<file path="src/rtl/sync_pkg.sv">
// Shared constants and helpers for the clock-domain synchroniser family.
package sync_pkg;

  localparam int STAGES_MIN = 2;
  localparam int STAGES_MAX = 4;

  // Bits needed to count 0..n; never narrower than one bit.
  function automatic int cnt_w(input int n);
    return (n < 1) ? 1 : $clog2(n + 1);
  endfunction

endpackage

</file>
<file path="src/rtl/sync_deglitch.sv">
// One channel of stability filtering plus registered rise/fall pulses.
// Edge pulses exist only when SYNC_FILT_EDGE_EN is defined; otherwise they are tied low.
module sync_deglitch
  import sync_pkg::*;
#(
  parameter int   FILT_CNT = 4,
  parameter logic RST_VAL  = 1'b0
) (
  input  logic clk,
  input  logic rst_n,
  input  logic sync_i,
  output logic filt_o,
  output logic rise_o,
  output logic fall_o
);

  logic filt_d, filt_q;

  if (FILT_CNT == 0) begin : g_bypass
    assign filt_d = sync_i;
  end else begin : g_filt
    localparam int            CW   = cnt_w(FILT_CNT);
    localparam logic [CW-1:0] LAST = CW'(FILT_CNT - 1);
    logic [CW-1:0] cnt_d, cnt_q;

    // Any agreeing cycle drops the count, so only N back-to-back disagreements flip the output.
    always_comb begin
      filt_d = filt_q;
      cnt_d  = '0;
      if (sync_i != filt_q) begin
        if (cnt_q == LAST) begin
          filt_d = sync_i;
        end else begin
          cnt_d = cnt_q + CW'(1);
        end
      end
    end

    always_ff @(posedge clk or negedge rst_n) begin
      if (!rst_n) begin
        cnt_q <= '0;
      end else begin
        cnt_q <= cnt_d;
      end
    end
  end

  always_ff @(posedge clk or negedge rst_n) begin
    if (!rst_n) begin
      filt_q <= RST_VAL;
    end else begin
      filt_q <= filt_d;
    end
  end

  assign filt_o = filt_q;

`ifdef SYNC_FILT_EDGE_EN
  logic rise_q, fall_q;

  // Pulses are computed from the next filtered value so they line up with filt_o changing.
  always_ff @(posedge clk or negedge rst_n) begin
    if (!rst_n) begin
      rise_q <= 1'b0;
      fall_q <= 1'b0;
    end else begin
      rise_q <= filt_d & ~filt_q;
      fall_q <= ~filt_d & filt_q;
    end
  end

  assign rise_o = rise_q;
  assign fall_o = fall_q;
`else
  assign rise_o = 1'b0;
  assign fall_o = 1'b0;
`endif

endmodule

</file>
<file path="src/rtl/sync_filter_multi.sv">
// Multi-channel synchroniser with per-channel glitch filter and edge pulses.
// Optional feature macro: SYNC_FILT_EDGE_EN (enables rise_p/fall_p/change_p).
module sync_filter_multi
  import sync_pkg::*;
#(
  parameter int                  CHANNELS = 4,
  parameter int                  STAGES   = 2,
  parameter int                  FILT_CNT = 4,
  parameter logic [CHANNELS-1:0] RST_VAL  = '0
) (
  input  logic                clk,
  input  logic                rst_n,
  input  logic [CHANNELS-1:0] async_in,
  output logic [CHANNELS-1:0] sync_out,
  output logic [CHANNELS-1:0] filt_out,
  output logic [CHANNELS-1:0] rise_p,
  output logic [CHANNELS-1:0] fall_p,
  output logic                change_p
);

  if (STAGES < STAGES_MIN || STAGES > STAGES_MAX) begin : g_bad_stages
    $error("sync_filter_multi: STAGES must be within 2..4");
  end

  logic [CHANNELS-1:0] stage_q [STAGES];

  // Plain flop chain; stage 0 is the only flop that can go metastable.
  always_ff @(posedge clk or negedge rst_n) begin
    if (!rst_n) begin
      for (int k = 0; k < STAGES; k++) begin
        stage_q[k] <= RST_VAL;
      end
    end else begin
      stage_q[0] <= async_in;
      for (int k = 1; k < STAGES; k++) begin
        stage_q[k] <= stage_q[k-1];
      end
    end
  end

  assign sync_out = stage_q[STAGES-1];

  for (genvar i = 0; i < CHANNELS; i++) begin : g_ch
    sync_deglitch #(
      .FILT_CNT (FILT_CNT),
      .RST_VAL  (RST_VAL[i])
    ) u_deglitch (
      .clk    (clk),
      .rst_n  (rst_n),
      .sync_i (sync_out[i]),
      .filt_o (filt_out[i]),
      .rise_o (rise_p[i]),
      .fall_o (fall_p[i])
    );
  end

  assign change_p = |(rise_p | fall_p);

endmodule

</file>
<file path="config.mk">
export PLATFORM = sky130hd
export DESIGN_NAME = sync_filter_multi
export DESIGN_NICKNAME = d
export VERILOG_FILES = /design/src/rtl/sync_pkg.sv /design/src/rtl/sync_deglitch.sv /design/src/rtl/sync_filter_multi.sv
export SDC_FILE = /design/constraint.sdc
export NUM_CORES = 1
export LEC_CHECK = 0
export CAP_MARGIN = 25
export CORE_UTILIZATION = 45
export CTS_BUF_LIST = sky130_fd_sc_hd__clkbuf_2
export DETAILED_ROUTE_END_ITERATION = 10
export PLACE_DENSITY = 0.76
export SLEW_MARGIN = 10
export SYNTH_ARGS = -nofsm -noshare
export SYNTH_HDL_FRONTEND = slang
export SYNTH_SLANG_ARGS = --single-unit
</file>
<file path="constraint.sdc">
create_clock -name clk -period 1.5 [get_ports clk]
set_input_delay 0.15 -clock clk [delete_from_list [all_inputs] [get_ports clk]]
set_output_delay 0.15 -clock clk [all_outputs]
set_load 0.01 [all_outputs]
</file>
* Word-level counts from Yosys, hierarchy flattened
Cells that the tools add are included.
** Word-level totals
- Register bits :: 24
- Output and inout bits :: 17
- Logic and storage cells :: 34
** Operators by class
- $add $sub $neg :: 4
- Equality and inequality tests :: 8
- Muxes and demuxes :: 8
- Reduce and logical (&&, ||, !) cells :: 4
** Operators by type and width (number)
- $mux 3 :: 8
- $add 3x1->3 const B :: 4
- $eq 3x2->1 const B :: 4
- $reduce_and 2->1 :: 4
- $ne 1x1->1 :: 4

* Longest topological paths before layout
- Depth in word-level cells :: 3
- Gate-level depth with buffers :: 3
- Depth with buffers taken out :: 3

* Hierarchy
Synthesis repeated with hierarchy kept, for this count alone.
** Second synthesis, totals
- Cell total of the unflattened synthesis :: 71
- Area total of the unflattened synthesis :: 987.2 µm²
** By module, submodules not included
- sync_deglitch :: times used 4, cells an instance 14, area an instance 185.2 µm², sequential area each 100.1 µm²
- sync_filter_multi :: times used 1, cells an instance 15, area an instance 246.5 µm², sequential area each 200.2 µm²

* Worst setup path after synthesis
No wires, ideal clock.
- Kind :: reg-to-reg
- From :: register g_ch[0].u_deglitch.g_filt.cnt_q[0]
- To :: register g_ch[0].u_deglitch.filt_q
- Library setup time :: 0.125 ns
- Data arrival time :: 0.951 ns
- Required time :: 1.375 ns
- Setup slack :: 0.424 ns
- Cell stages (with the launch flop) :: 4
- Path buffers :: 0
- Period minus slack after synthesis :: 1.076 ns
- Path through :: dfrtp_1 ha_1 nor2b_4 mux2_2
** On the way
- Word-level cells in the longest chain between the ends :: 2
** Ends and longest elaborated chain
- from (decl) :: RTL line sync_deglitch.sv:24 : logic [CW-1:0] cnt_d, cnt_q;
- from (signal assigned) :: RTL line sync_deglitch.sv:43 : cnt_q <= cnt_d;
- $eq 3x2->1 :: RTL line sync_deglitch.sv:31 : if (cnt_q == LAST) begin
- $reduce_and 2->1 (no line)
- to (signal assigned) :: RTL line sync_deglitch.sv:52 : filt_q <= filt_d;
- to (decl) :: RTL line sync_deglitch.sv:17 : logic filt_d, filt_q;
Every way passes these cells.
A chain may end at the register's enable or synchronous reset.

* Final worst setup path
- From :: register g_ch[1].u_deglitch.filt_q
- To :: output filt_out[1]
** RTL lines
- from (decl) :: RTL line sync_deglitch.sv:17
- from (signal assigned) :: RTL line sync_deglitch.sv:52
- to (decl) :: RTL line sync_filter_multi.sv:15 : output logic [CHANNELS-1:0] filt_out,
No word-level cell between the ends.

==> flow_metrics.tcl <==
set metrics [dict create \
    fillers 178 \
    antenna_found_initial 0 \
    syn_to_final_growth_pct 17.2 \
    r2r_cells 3 \
    crit_cells 1 \
    p_leak_nw 0.566 \
    routabilityCongestion 0.732 \
    io_buffers 13 \
    endpoint_kind "output port" \
    synth_simple_gate_area_share_pct 13.4 \
    drive_gt1_share_pct 22.4 \
    yosysUniqueCellTypes 10 \
    slowest_stage "clkdlybuf4s50_1" \
    finClkSkew_ns 0.00243 \
    finalCriticalPeriod_ns 1.43 \
    crit_path_max_fanout 3 \
    grt_use_total_pct 11.4 \
    synth-seq-area-share_pct 60.3 \
    min_period_over_period_pct 95.0 \
    avgSynthCellArea_um2 14.2 \
    synthMuxAreaShare_pct 4.52 \
    pre_cts_ws_ns 0.352 \
    drv_cap 0 \
    p_per_area_nw_per_um2 1580 \
    rows 16 \
    rsz0062_at_grt "no" \
    vias_per_cell 4.42 \
    wl_per_cell_um 10.4 \
    cts_tree "done" \
    firstDrtPassIters 2 \
    tns_ns 0 \
    drtAntennaViolNets 0 \
    synth-xor-area-share_pct 3.52 \
    die_x_um 49.0 \
    setup_viol 0 \
    hold_class "in -> async" \
    synth_cells 70 \
    status "finished clean" \
    wl_um 1170 \
    layout_setup_ws_ns 0.0744 \
    worstPathCellList "clkdlybuf4s50_1" \
    grt_pass1_vias 481 \
    vias 495 \
    fp.dieH_um 49.0 \
    cp-start-kind "register" \
    grt_overflow 0 \
    synth_top_family_by_area "simple AND/OR/NAND/NOR gates" \
    cts_made_buffers 3 \
    clkSlewWorstSetupHoldPaths_ns 0.21 \
    path_class "reg -> out" \
    yosysWarnings 0 \
    hpwl_um 831 \
    ys_ff_latch 24 \
    grt_start_max_net_pins 25 \
    cpPeakStageDelay_ns 0.54 \
    cp_num_buf_inv 1 \
    ctsHoldBuffers 0 \
    cts.sinks 24 \
    n_antenna_cell 0 \
    synth_compound_area_share_pct 0 \
    die_area_um2 2410 \
    hold_violations 0 \
    crit_family "buffers and inverters" \
    cts_root_buffer "clkbuf_2" \
    yosys.area_share.adder_pct 5.03 \
    clock_latency_ns 0.32 \
    syn_area_um2 996 \
    core_um2 2020 \
    htree_levels 1 \
    ir_drop_mv 0.823 \
    drt_iter0_drc 1 \
    grt_pass1_wl_um 2030 \
    required_ns 1.35 \
    crit_arrival_ns 1.28 \
    clockBufferDepth 2 \
    maxSlewViolCount 0 \
    io_pins 23 \
    clock.fmax_mhz 701 \
    start_util_pct 49.3 \
    drc 0 \
    final_nets 96 \
]
-- kinds of logic after synthesis --
group / count (synthesis)
DFF: 24
adders and majority gates: 4
other: 1
and+or+nand+nor: 16
xor gates and xnor gates: 4
buffers and inverters: 17
muxes: 4
-- per-stage QoR --
| step | total power (W) | instance area (um2) | std cells | utilization (%) | hold slack [ns] |
|---|---|---|---|---|---|
| final | 0.00185 | 1170 | 112 | 57.7 | 0.140 |
| after global routing | 0.00198 | 1170 | 112 | 57.7 | 0.124 |
| after floorplan | 0.00131 | 1030 | 78 | - | -0.146 |
| after detailed placement | 0.00142 | 1070 | 102 | 52.9 | 0.335 |
| after global placement | 0.00140 | 1070 | 102 | 52.9 | 0.333 |
| after CTS | 0.00183 | 1110 | 106 | 55.1 | 0.128 |
-- final cells by class --
| class | count | area (um2) | share of cell area, % |
|---|---|---|---|
| Timing Repair Buffer | 20 | 190 | 16.3 |
| Tap cell | 27 | 33.8 | 2.89 |
| Sequential cell | 24 | 601 | 51.4 |
| Multi-Input combinational cell | 37 | 298 | 25.5 |
| Clock buffer | 3 | 15.0 | 1.29 |
| Clock inverter | 1 | 30.0 | 2.57 |
-- state kept, by name, summed over array words and instances (netlist names) --
name / count
g_ch.u_deglitch.filt_o: 4
g_ch.u_deglitch.g_filt.cnt_q: 12
stage_q: 4
sync_out: 4
-- synthesized netlist by cell type, drive strengths merged --
master | instances | area share, %
conb | 1 | 0.38
nor3 | 4 | 2.0
buf | 17 | 13
nor3b | 7 | 5.3
xnor2 | 4 | 3.5
ha | 4 | 5.0
dfrtp | 24 | 60
mux2 | 4 | 4.5
nor2b | 5 | 6.2
-- final timing paths --
kind | endpoint | start | slack [ns]
worst max-delay path | filt_out[1] | g_ch[1].u_deglitch.filt_o$_DFFE_PN0P_ | 0.07
worst min-delay path | g_ch[0].u_deglitch.g_filt.cnt_q[0]$_DFF_PN0_ | rst_n | 0.14
worst max register to register | g_ch[1].u_deglitch.filt_o$_DFFE_PN0P_ | g_ch[1].u_deglitch.g_filt.cnt_q[0]$_DFF_PN0_ | 0.34
worst min register to register | sync_out[0]$_DFF_PN0_ | stage_q[4]$_DFF_PN0_ | 0.38
max in group asynchronous | sync_out[3]$_DFF_PN0_ | rst_n | 1.14
min in group clk | stage_q[6]$_DFF_PN0_ | async_in[2] | 0.23
-- placed cells by master, fill, tap and decap left out --
cell type / count
dfrtp_1: 24
clkdlybuf4s50_1: 10
conb_1: 9
nor3b_1: 7
buf_4: 7
xnor2_1: 4
nor2b_4: 4
nor3_1: 4
mux2_2: 4
ha_1: 4
clkbuf_2: 3
dlymetal6s2s_1: 3
nor2b_1: 1
bufinv_16: 1
-- repair_timing --
item                       4_1_cts  5_1_grt
hold endpoints to repair         0        0
resized for setup                0        3
buffers inserted                 0        6
setup endpoints to repair        0        8
-- report_power, final --
part	internal, W	switching [W]	leakage, nW	total [W]
combinational	0.000338	0.000216	0.240	0.000554
sequential	0.000797	0.0000841	0.300	0.000881
clock	0.000230	0.000181	0.0266	0.000411
total	0.00137	0.000482	0.566	0.00185
-- routing by layer --
metal / GRT usage [%] / vias to the layer above / share of wire [%]
met2: 18.3 / 16 / 49
met5: 0 / - / 0
li1: - / 233 / -
met3: 2.80 / 4 / 3.9
met1: 13.7 / 242 / 45
met4: 7.35 / 0 / 1.9
Note: power is estimated with default switching activity, not from simulation.
